[src/rtl/dbg_axil_pkg.sv]
`default_nettype none
// dbg_axil_pkg: FSM state type, AXI response codes and fixed channel values for dbg_axil_master.
// Revision 1.0
package dbg_axil_pkg;

  typedef enum logic [2:0] {
    IDLE    = 3'd0,
    WR_REQ  = 3'd1,
    WR_RESP = 3'd2,
    RD_REQ  = 3'd3,
    RD_RESP = 3'd4
  } state_t;

  localparam logic [1:0]  RESP_OKAY   = 2'b00;
  localparam logic [1:0]  RESP_EXOKAY = 2'b01;
  localparam logic [1:0]  RESP_SLVERR = 2'b10;
  localparam logic [1:0]  RESP_DECERR = 2'b11;

  localparam logic [31:0] ERR_RDATA   = 32'hDEAD_BEEF;
  localparam logic [3:0]  WSTRB_ALL   = 4'hF;

  function automatic logic resp_is_err(input logic [1:0] resp);
    return (resp == RESP_SLVERR) || (resp == RESP_DECERR);
  endfunction

endpackage
`default_nettype wire

[src/rtl/dbg_axil_master.sv]
`default_nettype none
// dbg_axil_master: single-beat debug command to AXI4-Lite master bridge, one transaction at a time.
// Optional sticky response-error flag with DBG_AXIL_RESP_ERR_EN. Revision 1.0
module dbg_axil_master
  import dbg_axil_pkg::*;
#(
  parameter int ADDR_W = 32,
  parameter int DATA_W = 32
) (
  input  logic              clk,
  input  logic              reset,
  input  logic [31:0]       axi_addr,
  input  logic [DATA_W-1:0] axi_data_in,
  input  logic              axi_wr,
  input  logic              axi_rd,
  output logic              axi_busy,
  output logic [DATA_W-1:0] axi_data_out,
`ifdef DBG_AXIL_RESP_ERR_EN
  output logic              resp_err,
  input  logic              resp_err_clr,
`endif
  output logic [ADDR_W-1:0] m_awaddr,
  output logic [2:0]        m_awprot,
  output logic              m_awvalid,
  input  logic              m_awready,
  output logic [DATA_W-1:0] m_wdata,
  output logic [3:0]        m_wstrb,
  output logic              m_wvalid,
  input  logic              m_wready,
  input  logic [1:0]        m_bresp,
  input  logic              m_bvalid,
  output logic              m_bready,
  output logic [ADDR_W-1:0] m_araddr,
  output logic [2:0]        m_arprot,
  output logic              m_arvalid,
  input  logic              m_arready,
  input  logic [DATA_W-1:0] m_rdata,
  input  logic [1:0]        m_rresp,
  input  logic              m_rvalid,
  output logic              m_rready
);

  state_t              state;
  logic [ADDR_W-1:0]   addr_q;
  logic [DATA_W-1:0]   wdata_q;
  logic                aw_done;
  logic                w_done;
  logic                aw_hs;
  logic                w_hs;

  assign aw_hs = m_awvalid && m_awready;
  assign w_hs  = m_wvalid && m_wready;

  // Combinational so the host sees busy in its own pulse cycle.
  assign axi_busy = (state != IDLE) || axi_wr || axi_rd;

  assign m_awaddr = addr_q;
  assign m_araddr = addr_q;
  assign m_wdata  = wdata_q;
  assign m_wstrb  = WSTRB_ALL;
  assign m_awprot = 3'b000;
  assign m_arprot = 3'b000;

  always_ff @(posedge clk or posedge reset) begin
    if (reset) begin
      state        <= IDLE;
      addr_q       <= '0;
      wdata_q      <= '0;
      axi_data_out <= '0;
      aw_done      <= 1'b0;
      w_done       <= 1'b0;
      m_awvalid    <= 1'b0;
      m_wvalid     <= 1'b0;
      m_bready     <= 1'b0;
      m_arvalid    <= 1'b0;
      m_rready     <= 1'b0;
    end else begin
      case (state)
        IDLE: begin
          // A simultaneous read pulse is dropped in favour of the write.
          if (axi_wr) begin
            addr_q    <= axi_addr[ADDR_W-1:0];
            wdata_q   <= axi_data_in;
            aw_done   <= 1'b0;
            w_done    <= 1'b0;
            m_awvalid <= 1'b1;
            m_wvalid  <= 1'b1;
            state     <= WR_REQ;
          end else if (axi_rd) begin
            addr_q    <= axi_addr[ADDR_W-1:0];
            m_arvalid <= 1'b1;
            state     <= RD_REQ;
          end
        end
        WR_REQ: begin
          if (aw_hs) begin
            m_awvalid <= 1'b0;
            aw_done   <= 1'b1;
          end
          if (w_hs) begin
            m_wvalid <= 1'b0;
            w_done   <= 1'b1;
          end
          if ((aw_done || aw_hs) && (w_done || w_hs)) begin
            m_bready <= 1'b1;
            state    <= WR_RESP;
          end
        end
        WR_RESP: begin
          if (m_bvalid) begin
            m_bready <= 1'b0;
            state    <= IDLE;
          end
        end
        RD_REQ: begin
          if (m_arready) begin
            m_arvalid <= 1'b0;
            m_rready  <= 1'b1;
            state     <= RD_RESP;
          end
        end
        RD_RESP: begin
          if (m_rvalid) begin
`ifdef DBG_AXIL_RESP_ERR_EN
            axi_data_out <= resp_is_err(m_rresp) ? ERR_RDATA : m_rdata;
`else
            axi_data_out <= m_rdata;
`endif
            m_rready <= 1'b0;
            state    <= IDLE;
          end
        end
        default: state <= IDLE;
      endcase
    end
  end

`ifdef DBG_AXIL_RESP_ERR_EN
  // Set has priority over a coincident clear.
  always_ff @(posedge clk or posedge reset) begin
    if (reset) begin
      resp_err <= 1'b0;
    end else if ((m_bready && m_bvalid && resp_is_err(m_bresp)) ||
                 (m_rready && m_rvalid && resp_is_err(m_rresp))) begin
      resp_err <= 1'b1;
    end else if (resp_err_clr) begin
      resp_err <= 1'b0;
    end
  end
`else
  logic unused_resp;
  assign unused_resp = ^{m_bresp, m_rresp};
`endif

endmodule
`default_nettype wire

[config.mk]
export PLATFORM = sky130hd
export DESIGN_NAME = dbg_axil_master
export DESIGN_NICKNAME = d
export VERILOG_FILES = /design/src/rtl/dbg_axil_pkg.sv /design/src/rtl/dbg_axil_master.sv
export SDC_FILE = /design/constraint.sdc
export NUM_CORES = 1
export LEC_CHECK = 0
export BUFFER_PORTS_ARGS = -buffer_cell sky130_fd_sc_hd__clkbuf_2
export CAP_MARGIN = 10
export CORE_UTILIZATION = 46
export CTS_BUF_LIST = sky130_fd_sc_hd__clkbuf_4 sky130_fd_sc_hd__clkbuf_8
export CTS_CLUSTER_SIZE = 24
export DETAILED_ROUTE_END_ITERATION = 10
export GPL_TIMING_DRIVEN = 0
export PLACE_DENSITY = 0.82
export REMOVE_ABC_BUFFERS = 1
export SETUP_SLACK_MARGIN = 0.2
export SLEW_MARGIN = 20
export SYNTH_ARGS = -nofsm -noshare
export SYNTH_HDL_FRONTEND = slang
export SYNTH_SLANG_ARGS = --single-unit
[constraint.sdc]
create_clock -name clk -period 7.05 [get_ports clk]
set_input_delay 0.705 -clock clk [delete_from_list [all_inputs] [get_ports clk]]
set_output_delay 0.705 -clock clk [all_outputs]
set_load 0.02 [all_outputs]
==> results.sh, run 1 <==
export IMPL_status="complete, no violations"
export IMPL_worstPathArrival_ns=1.44
export IMPL_placed_area_mm2=0.00567
export IMPL_switchingPower_mw=1.28
export IMPL_routedWlPerCell_um=14.7
export IMPL_ys_types=28
export IMPL_relSlewSlack=0.509
export IMPL_min_delay_path_class="in2async"
export IMPL_syn_area_mm2=0.00470
export IMPL_post_cts_buffers=0
export IMPL_crit_path_cell_trace="nor3_2, nand2_1, clkbuf_2"
export IMPL_drtPass1Iterations=4
export IMPL_globalplace_congestion=0.771
export IMPL_fillers=808
export IMPL_clockRootBuffer="clkbuf_8"
export IMPL_fp_dieArea_mm2=0.0106
export IMPL_rrSetupSlack_ns=5.08
export IMPL_cts_htree_levels=3
export IMPL_track_usage=0.177
export IMPL_hold_buffers=0
export IMPL_wl_mm=9.50
export IMPL_antenna_found_initial=0
export IMPL_grt_max_degree=65
export IMPL_slowest_stage="dfrtp_1"
export IMPL_cts_resized=0
export IMPL_internal_power_mw=1.86
export IMPL_start_util=0.478
export IMPL_fin_crit_sh=0.304
export IMPL_required_ns=6.34
export IMPL_drv_cap=0
export IMPL_clock_sinks=106
export IMPL_io_pins=253
export IMPL_syn_inst=304
export IMPL_ys_ff_latch=106
export IMPL_cp_end_kind="output pin"
export IMPL_grt_ovfl_total=0
export IMPL_die_w_um=103
export IMPL_fin_area_mm2=0.00591
export IMPL_finClkSkew_ns=0.0103
export IMPL_pre_cts_slack_ns=4.78
export IMPL_grt_pass1_vias=2942
export IMPL_fin_ws_ns=4.91
export IMPL_path_max_fanout=12
export IMPL_drc_errors=0
export IMPL_fmax_ghz=0.467
export IMPL_viasPerCell=4.67
export IMPL_final_nets=618
export IMPL_crit_path_max_incr_delay_ns=0.54
export IMPL_cts_buffers=9
export IMPL_grt_setup_unrepaired="no"
export IMPL_yosysTopAreaCell="dfrtp_1"
export IMPL_avgSynthCellArea_um2=15.4
export IMPL_rows=36
export IMPL_dieHeight_um=103
export IMPL_finalNonFillerCells=646
export IMPL_ys_seq_area_frac=0.565
export IMPL_core_area_mm2=0.00982
export IMPL_setup_tns_ns=0
export IMPL_grt_pass1_wl_mm=14.1
export IMPL_utilization=0.602
export IMPL_r2r_start="state[1]"
export IMPL_power_density_mw_per_mm2=532
export IMPL_critPathKind="reg2out"
export IMPL_cts_tree="yes"
export IMPL_cts_buffer_depth=2
export IMPL_finalHoldViolCount=0
export IMPL_worstRegToRegCells=3
export IMPL_fin_crit_ns=2.14
export IMPL_clk_pin_slew_ns=0.10
export IMPL_drive_gt1_frac=0.694
export IMPL_vdd_ir_drop_max_v=0.000308
export IMPL_tightest_slew_ns=0.734
export IMPL_cp_startpoint="state[1]"
export IMPL_total_power_mw=3.14
export IMPL_clkPwrFrac=0.140
export IMPL_clk_insertion_delay_late_ns=0.36
export IMPL_crit_path_start_kind="flip-flop"
export IMPL_vias=3020
export IMPL_power_share_switching=0.407
export IMPL_syn2layout_area_growth_pct=25.8
export IMPL_comb_power_share=0.500
export IMPL_finalSetupViolCount=0
export IMPL_pwr_share_seq=0.360
export IMPL_port_buffers=238
export IMPL_placed_cells=631
export IMPL_insertedDiodeCount=0
export IMPL_slew_viol_final=0
export IMPL_ys_warn_count=0
export IMPL_leakage_nw=3.14
export IMPL_whs_ns=0.332
export IMPL_postRouteAntennaNets=0
export IMPL_hpwl_mm=7.31
export IMPL_first_iter_violations=49
export IMPL_synth_area_top_cells="dfrtp_1 (56%), mux2_4 (18%), mux2_2 (9.6%), buf_4 (6.7%), buf_6 (1.4%)"
export IMPL_yosysTopAreaCellShare=0.565
==> power groups by stage <==
stage                     sequential, mW  clock (mW)  combinational, mW
after floorplan                     1.59           0              0.593
after global placement              1.12           0               1.56
after detailed placement            1.14           0               1.59
after CTS                           1.13       0.454               1.59
after global routing                1.17       0.477               1.68
final                               1.13       0.440               1.57
==> cell usage after synthesis <==
master	number
a21o_1	3
buf_12	3
and3b_1	1
mux2_2	40
nand2_1	8
nor3_1	1
buf_4	42
inv_1	4
nor3_4	1
dfrtp_1	106
nor3_2	1
nor3b_1	3
buf_2	2
nand3b_1	1
buf_6	6
conb_1	2
o22ai_1	1
mux2_1	2
buf_8	2
and2b_1	1
and2_4	1
mux2_4	55
o21bai_1	1
a21oi_1	3
a31oi_1	4
o31a_1	1
nor2_1	6
o21ai_0	3
==> critical path: cells and delay by family (launching register included) <==
| family | cells | cell delay [ns] |
|---|---|---|
| buffers and inverters | 1 | 0.16 |
| DFF | 1 | 0.54 |
| and+or+nand+nor | 2 | 0.37 |
==> registers in the layout, indices dropped and copies added, names as in the netlist <==
register / cells
m_rready: 1
m_bready: 1
axi_data_out: 32
state: 3
m_wdata: 32
w_done: 1
aw_done: 1
m_wvalid: 1
m_awvalid: 1
m_araddr: 32
m_arvalid: 1
==> layer usage <==
metal  global-route usage  routed length, um
met1                0.207               3720
met2                0.316               5070
met3               0.0312                545
met4               0.0845                169
met5                    0                  0
==> path summary, 6_finish.rpt <==
kind                                    endpoint
worst max register to register  axi_data_out[19]
max in group asynchronous               m_rready
worst max-delay path                    axi_busy
worst min register to register  axi_data_out[15]
min in group clk                axi_data_out[15]
worst min-delay path                 m_araddr[8]
==> cells by family after synthesis <==
| logic type | Yosys count | share of synthesized area |
|---|---|---|
| simple gates | 24 | 0.0296 |
| mux | 97 | 0.277 |
| compound gates | 16 | 0.0213 |
| buf+inv | 59 | 0.106 |
| flops | 106 | 0.565 |
| other cells | 2 | 0.00160 |
==> placed cells by master, fill, tap and decap left out, drive strengths merged, types with 4 or more instances in the layout <==
cell,synthesis,routed
a31oi,4,4
clkbuf,0,248
conb,2,10
dfrtp,106,106
inv,4,4
mux2,97,97
nand2,8,8
nor2,6,6
==> area by class of cell <==
cell class	count	area [um^2]	area share
clock buffer	10	138	0.0233
clock inverter	5	103	0.0174
timing repair buffer	241	1250	0.212
inverter	4	20.0	0.00339
tap	133	166	0.0282
multi-input combinational	147	1580	0.267
sequential	106	2650	0.449
(Power assumes the default switching activity.)
==> run 2: changes to the inputs <==
CORE_UTILIZATION = 42   (was 46)
PLACE_DENSITY = 0.79   (was 0.82)
clock period = 1.7 ns   (was 7.05 ns; I/O delays follow)
==> run 2 against run 1 <==
Net effect: sequential share of layout area down 3.4 points; cell count up 6.2%; setup slack worse by 4.8 ns; power rose to 4.4 times the previous value; combinational power rose to 4.8 times the previous value; routed wire length up 16%; sequential power rose to 4.1 times the previous value; critical path depth up 2; non-clock buffer count up 31; critical endpoint is now axi_data_out[13]; largest cell class unchanged.
==> results.sh, run 2 (same netlist as run 1, synthesis figures left out) <==
export IMPL_status="complete, no violations"
export IMPL_slowest_stage="dfrtp_2"
export IMPL_postRouteAntennaNets=0
export IMPL_whs_path_depth=2
export IMPL_holdPathEnd="m_wdata[19]"
export IMPL_final_common_cell="clkbuf_2"
export IMPL_leakage_nw=3.36
export IMPL_fin_crit_ns=1.61
export IMPL_globalplace_congestion=0.791
export IMPL_total_power_mw=13.7
export IMPL_drtPass1Iterations=5
export IMPL_finalSetupViolCount=0
export IMPL_grt_setup_unrepaired="yes"
export IMPL_clkPwrFrac=0.107
export IMPL_vdd_ir_drop_max_v=0.00140
export IMPL_crit_path_max_incr_delay_ns=0.45
export IMPL_comb_power_share=0.554
export IMPL_cts_tree="yes"
export IMPL_fp_dieArea_mm2=0.0116
export IMPL_rrSetupSlack_ns=0.09
export IMPL_antenna_found_initial=0
export IMPL_dieHeight_um=108
export IMPL_viasPerCell=4.69
export IMPL_power_density_mw_per_mm2=2140
export IMPL_fmax_ghz=0.620
export IMPL_grt_ovfl_total=0
export IMPL_critPathKind="reg2reg"
export IMPL_io_pins=253
export IMPL_hpwl_mm=7.42
export IMPL_setup_tns_ns=0
export IMPL_clk_insertion_delay_late_ns=0.36
export IMPL_fillers=853
export IMPL_fin_crit_sh=0.949
export IMPL_switchingPower_mw=5.66
export IMPL_drc_errors=0
export IMPL_internal_power_mw=8.06
export IMPL_rows=38
export IMPL_clockRootBuffer="clkbuf_8"
export IMPL_power_share_switching=0.413
export IMPL_core_area_mm2=0.0109
export IMPL_track_usage=0.182
export IMPL_die_w_um=108
export IMPL_crit_path_cell_trace="buf_4, nor3_4, buf_12, clkbuf_16, mux2_2"
export IMPL_finalHoldViolCount=0
export IMPL_clk_pin_slew_ns=0.11
export IMPL_syn2layout_area_growth_pct=36.4
export IMPL_holdCritStartpoint="axi_data_in[19]"
export IMPL_crit_family="buffers and inverters"
export IMPL_r2r_start="state[0]"
export IMPL_vias=3214
export IMPL_routedWlPerCell_um=16.0
export IMPL_placed_cells=638
export IMPL_cts_htree_levels=3
export IMPL_required_ns=1.95
export IMPL_r2r_end="axi_data_out[13]"
export IMPL_grt_max_degree=71
export IMPL_cp_end_kind="flip-flop"
export IMPL_drive_gt1_frac=0.720
export IMPL_finClkSkew_ns=0.0138
export IMPL_utilization=0.588
export IMPL_final_nets=650
export IMPL_worstPathArrival_ns=1.87
export IMPL_pwr_share_seq=0.340
export IMPL_insertedDiodeCount=0
export IMPL_worst_path_buf_inv=3
export IMPL_final_cell_mix="clkbuf_2 (237), dfrtp_1 (103), mux2_4 (60), mux2_2 (37), buf_4 (11)"
export IMPL_min_delay_path_class="in2reg"
export IMPL_wl_mm=11.0
export IMPL_drv_cap=0
export IMPL_grt_pass1_wl_mm=15.8
export IMPL_cts_buffers=9
export IMPL_start_util=0.431
export IMPL_cts_buffer_depth=2
export IMPL_slew_viol_final=0
export IMPL_path_max_fanout=6
export IMPL_finalNonFillerCells=686
export IMPL_port_buffers=238
export IMPL_grt_pass1_vias=3236
export IMPL_crit_path_start_kind="flip-flop"
export IMPL_worstRegToRegCells=5
export IMPL_clock_sinks=106
export IMPL_first_iter_violations=103
## run 2: repair_timing
item                                    CTS  global route
gates cloned                              3             6
pin swaps                                 3             2
buffers inserted                         20             1
hold buffers                              2             0
gates resized for setup                   9            17
endpoints found under the hold margin    37             0
endpoints found under the setup margin  102            98
## run 2: power by group through the flow
stage | logic (mW) | clock network, mW | registers, mW
after global routing | 8.01 | 1.61 | 4.83
after CTS | 7.34 | 1.51 | 4.66
after global placement | 6.48 | 0 | 4.65
after floorplan | 2.46 | 0 | 6.58
final | 7.60 | 1.46 | 4.66
after detailed placement | 6.63 | 0 | 4.71
## run 2: final cells by class
cell class                      count  area (um^2)  area share
Sequential cell                   106         2660       0.415
Timing Repair Buffer              272         1740       0.272
Inverter                            4         20.0     0.00313
Clock buffer                       10          138      0.0215
Multi-Input combinational cell    148         1620       0.253
Clock inverter                      6         48.8     0.00762
Tap cell                          140          175      0.0274
## run 2: worst max path at each step
| stage | start | endpoint | slack (ns) | cells past startpoint |
|---|---|---|---|---|
| after floorplan | reset | aw_done | -1.26 | 1 |
| after global placement | reset | m_wdata[30] | -2.27 | 2 |
| after detailed placement | state[1] | m_araddr[29] | -0.30 | 4 |
| after CTS | state[2] | m_wdata[29] | 0.12 | 5 |
| after global routing | state[0] | m_wdata[31] | 0.06 | 5 |
| final | state[0] | axi_data_out[13] | 0.09 | 5 |
## run 2: metrics by stage
step                worst slack, ns  cell area, um^2  hold slack, ns
CTS                           0.117             6210         0.00309
finish                       0.0859             6400          0.0172
detailed placement           -0.300             5690           0.172
floorplan                     -1.26             4240           0.277
global route                 0.0562             6400         0.00371
global placement              -2.27             5610           0.391
## run 2: layer usage
metal  vias up  track usage  part of all wire
met1      1586        0.195              0.37
met3        11       0.0339             0.058
met2       154        0.346              0.56
met5         -            0                 0
li1       1463            -                 -
met4         0       0.0753             0.013
==> run 3: changes to the inputs <==
CORE_UTILIZATION = 46   (was 42)
PLACE_DENSITY = 0.82   (was 0.79)
REMOVE_ABC_BUFFERS = unset   (was 1)
clock period = 1.8 ns   (was 1.7 ns; I/O delays follow)
==> run 3 against run 2 <==
Net effect: utilization grew 6.6 points; setup slack better by 0.16 ns; clock skew grew 0.0017 ns; first-iteration DRC count decreased by 63%; largest cell class unchanged; sequential power fell by 6.7%; critical path type unchanged; cell count grew 3.4%; via count down 0.37%; fmax increased by 3.8%; critical path depth is the same; hold slack better by 0.025 ns; die area is 8.5% lower.
==> results.sh, run 3 (same netlist as run 1, synthesis figures left out) <==
export IMPL_utilization=0.654
export IMPL_fp_dieArea_mm2=0.0106
export IMPL_syn2layout_area_growth_pct=36.7
export IMPL_comb_power_share=0.557
export IMPL_fin_crit_ns=1.55
export IMPL_rows=36
export IMPL_cp_endpoint="m_araddr[27]"
export IMPL_vias=3202
export IMPL_rrSetupSlack_ns=0.25
export IMPL_slew_viol_final=0
export IMPL_status="complete, no violations"
export IMPL_min_delay_path_class="in2reg"
export IMPL_wl_mm=10.2
export IMPL_drive_gt1_frac=0.726
export IMPL_io_pins=253
export IMPL_drv_cap=0
export IMPL_internal_power_mw=7.63
export IMPL_cts_buffer_depth=2
export IMPL_grt_ovfl_total=0
export IMPL_clk_insertion_delay_late_ns=0.35
export IMPL_cp_startpoint="state[2]"
export IMPL_grt_setup_unrepaired="yes"
export IMPL_tightest_slew_ns=0.532
export IMPL_final_common_cell="clkbuf_2"
export IMPL_drtPass1Iterations=4
export IMPL_r2r_end="m_araddr[27]"
export IMPL_finClkSkew_ns=0.0156
export IMPL_antenna_found_initial=0
export IMPL_placed_cells=686
export IMPL_pwr_share_seq=0.338
export IMPL_cts_buffers=9
export IMPL_die_w_um=103
export IMPL_critPathKind="reg2reg"
export IMPL_final_cell_mix="clkbuf_2 (238), dfrtp_1 (105), mux2_4 (55), buf_4 (47), mux2_2 (40)"
export IMPL_clkPwrFrac=0.105
export IMPL_fin_ws_ns=0.246
export IMPL_start_util=0.478
export IMPL_clockRootBuffer="clkbuf_8"
export IMPL_fin_crit_sh=0.864
export IMPL_cts_htree_levels=3
export IMPL_crit_path_start_kind="flip-flop"
export IMPL_power_share_switching=0.406
export IMPL_worstPathArrival_ns=1.79
export IMPL_cts_tree="yes"
export IMPL_required_ns=2.03
export IMPL_power_density_mw_per_mm2=2000
export IMPL_drc_errors=0
export IMPL_path_max_fanout=10
export IMPL_grt_pass1_wl_mm=15.1
export IMPL_grt_max_degree=36
export IMPL_globalplace_congestion=0.804
export IMPL_core_area_mm2=0.00982
export IMPL_postRouteAntennaNets=0
export IMPL_insertedDiodeCount=0
export IMPL_switchingPower_mw=5.22
export IMPL_finalHoldViolCount=0
export IMPL_clk_pin_slew_ns=0.08
export IMPL_fmax_ghz=0.643
export IMPL_worstRegToRegCells=5
export IMPL_relSlewSlack=0.644
export IMPL_track_usage=0.188
export IMPL_r2r_start="state[2]"
export IMPL_clock_sinks=106
export IMPL_pre_cts_slack_ns=0.160
export IMPL_port_buffers=238
export IMPL_routedWlPerCell_um=14.3
export IMPL_dieHeight_um=103
export IMPL_final_nets=680
export IMPL_grt_pass1_vias=3140
export IMPL_cp_end_kind="flip-flop"
export IMPL_leakage_nw=3.44
export IMPL_finalSetupViolCount=0
export IMPL_finalNonFillerCells=709
export IMPL_viasPerCell=4.52
export IMPL_first_iter_violations=38
export IMPL_hpwl_mm=7.87
export IMPL_vdd_ir_drop_max_v=0.000992
## run 3: changes by cell type in the layout (fill, tap and decap cells not counted), sizes merged
cell and delta:
clkinvlp +1, clkbuf -3, clkinv -1, and2 -1, inv -1, buf +36
dlygate4sd3 -1
## run 3: worst max-delay path, stage by stage, from the launching register on
cell and delay, ns:
dfrtp_2 0.44, nor3_4 0.22, and2b_1 0.17, buf_6 0.15, buf_12 0.16, mux2_4 0.30
## run 3: power groups by stage
stage / combinational [mW] / sequential (mW) / clock, mW
2_1_floorplan: 3.63 / 5.68 / 0
3_3_place_gp: 6.94 / 4.31 / 0
3_5_place_dp: 7.06 / 4.40 / 0
4_1_cts: 7.12 / 4.36 / 1.40
5_1_grt: 7.67 / 4.51 / 1.49
6_report: 7.15 / 4.35 / 1.35
## run 3: metal layers
metal / wire length [um] / up-vias / GRT usage
met3: 624 / 16 / 0.0454
met1: 4060 / 1533 / 0.220
li1: - / 1521 / -
met2: 5330 / 132 / 0.339
met5: 0 / - / 0
met4: 155 / 0 / 0.0628
## run 3: how the worst min path moves through the flow
stage | end | slack [ns] | start | cells past startpoint
floorplan | state[2] | 0.29 | m_rvalid | 1
global placement | axi_data_out[11] | 0.40 | m_rdata[11] | 2
detailed placement | axi_data_out[23] | 0.23 | reset | 2
CTS | state[2] | 0.02 | m_rvalid | 2
global route | m_araddr[8] | 0.01 | axi_addr[8] | 2
finish | state[2] | 0.04 | m_rvalid | 2
## run 3: cell type report
cell class | count | area [um^2]
Fill cell | 782 | 3400
Sequential cell | 106 | 2650
Multi-Input combinational cell | 147 | 1580
Timing Repair Buffer | 248 | 1320
Buffer | 55 | 505
Tap cell | 133 | 166
Clock buffer | 11 | 139
Clock inverter | 5 | 37.5
Inverter | 4 | 18.8
## run 3: timing repair
item                                   in CTS  in global routing
buffers inserted                            2                  4
gates resized for setup                     1                  6
hold buffers                                1                  0
setup endpoints to repair                  76                 55
pin swaps                                   2                  1
endpoints found under the hold margin      20                  0
## run 3: stage by stage
step / power (mW) / hold WS, ns / instance area (um^2) / TNS (ns)
floorplan: 9.31 / 0.287 / 4730 / 0
global placement: 11.2 / 0.402 / 6090 / -27.09
detailed placement: 11.5 / 0.227 / 6150 / 0
CTS: 12.9 / 0.0168 / 6360 / 0
global route: 13.7 / 0.0128 / 6420 / 0
finish: 12.8 / 0.0423 / 6420 / 0
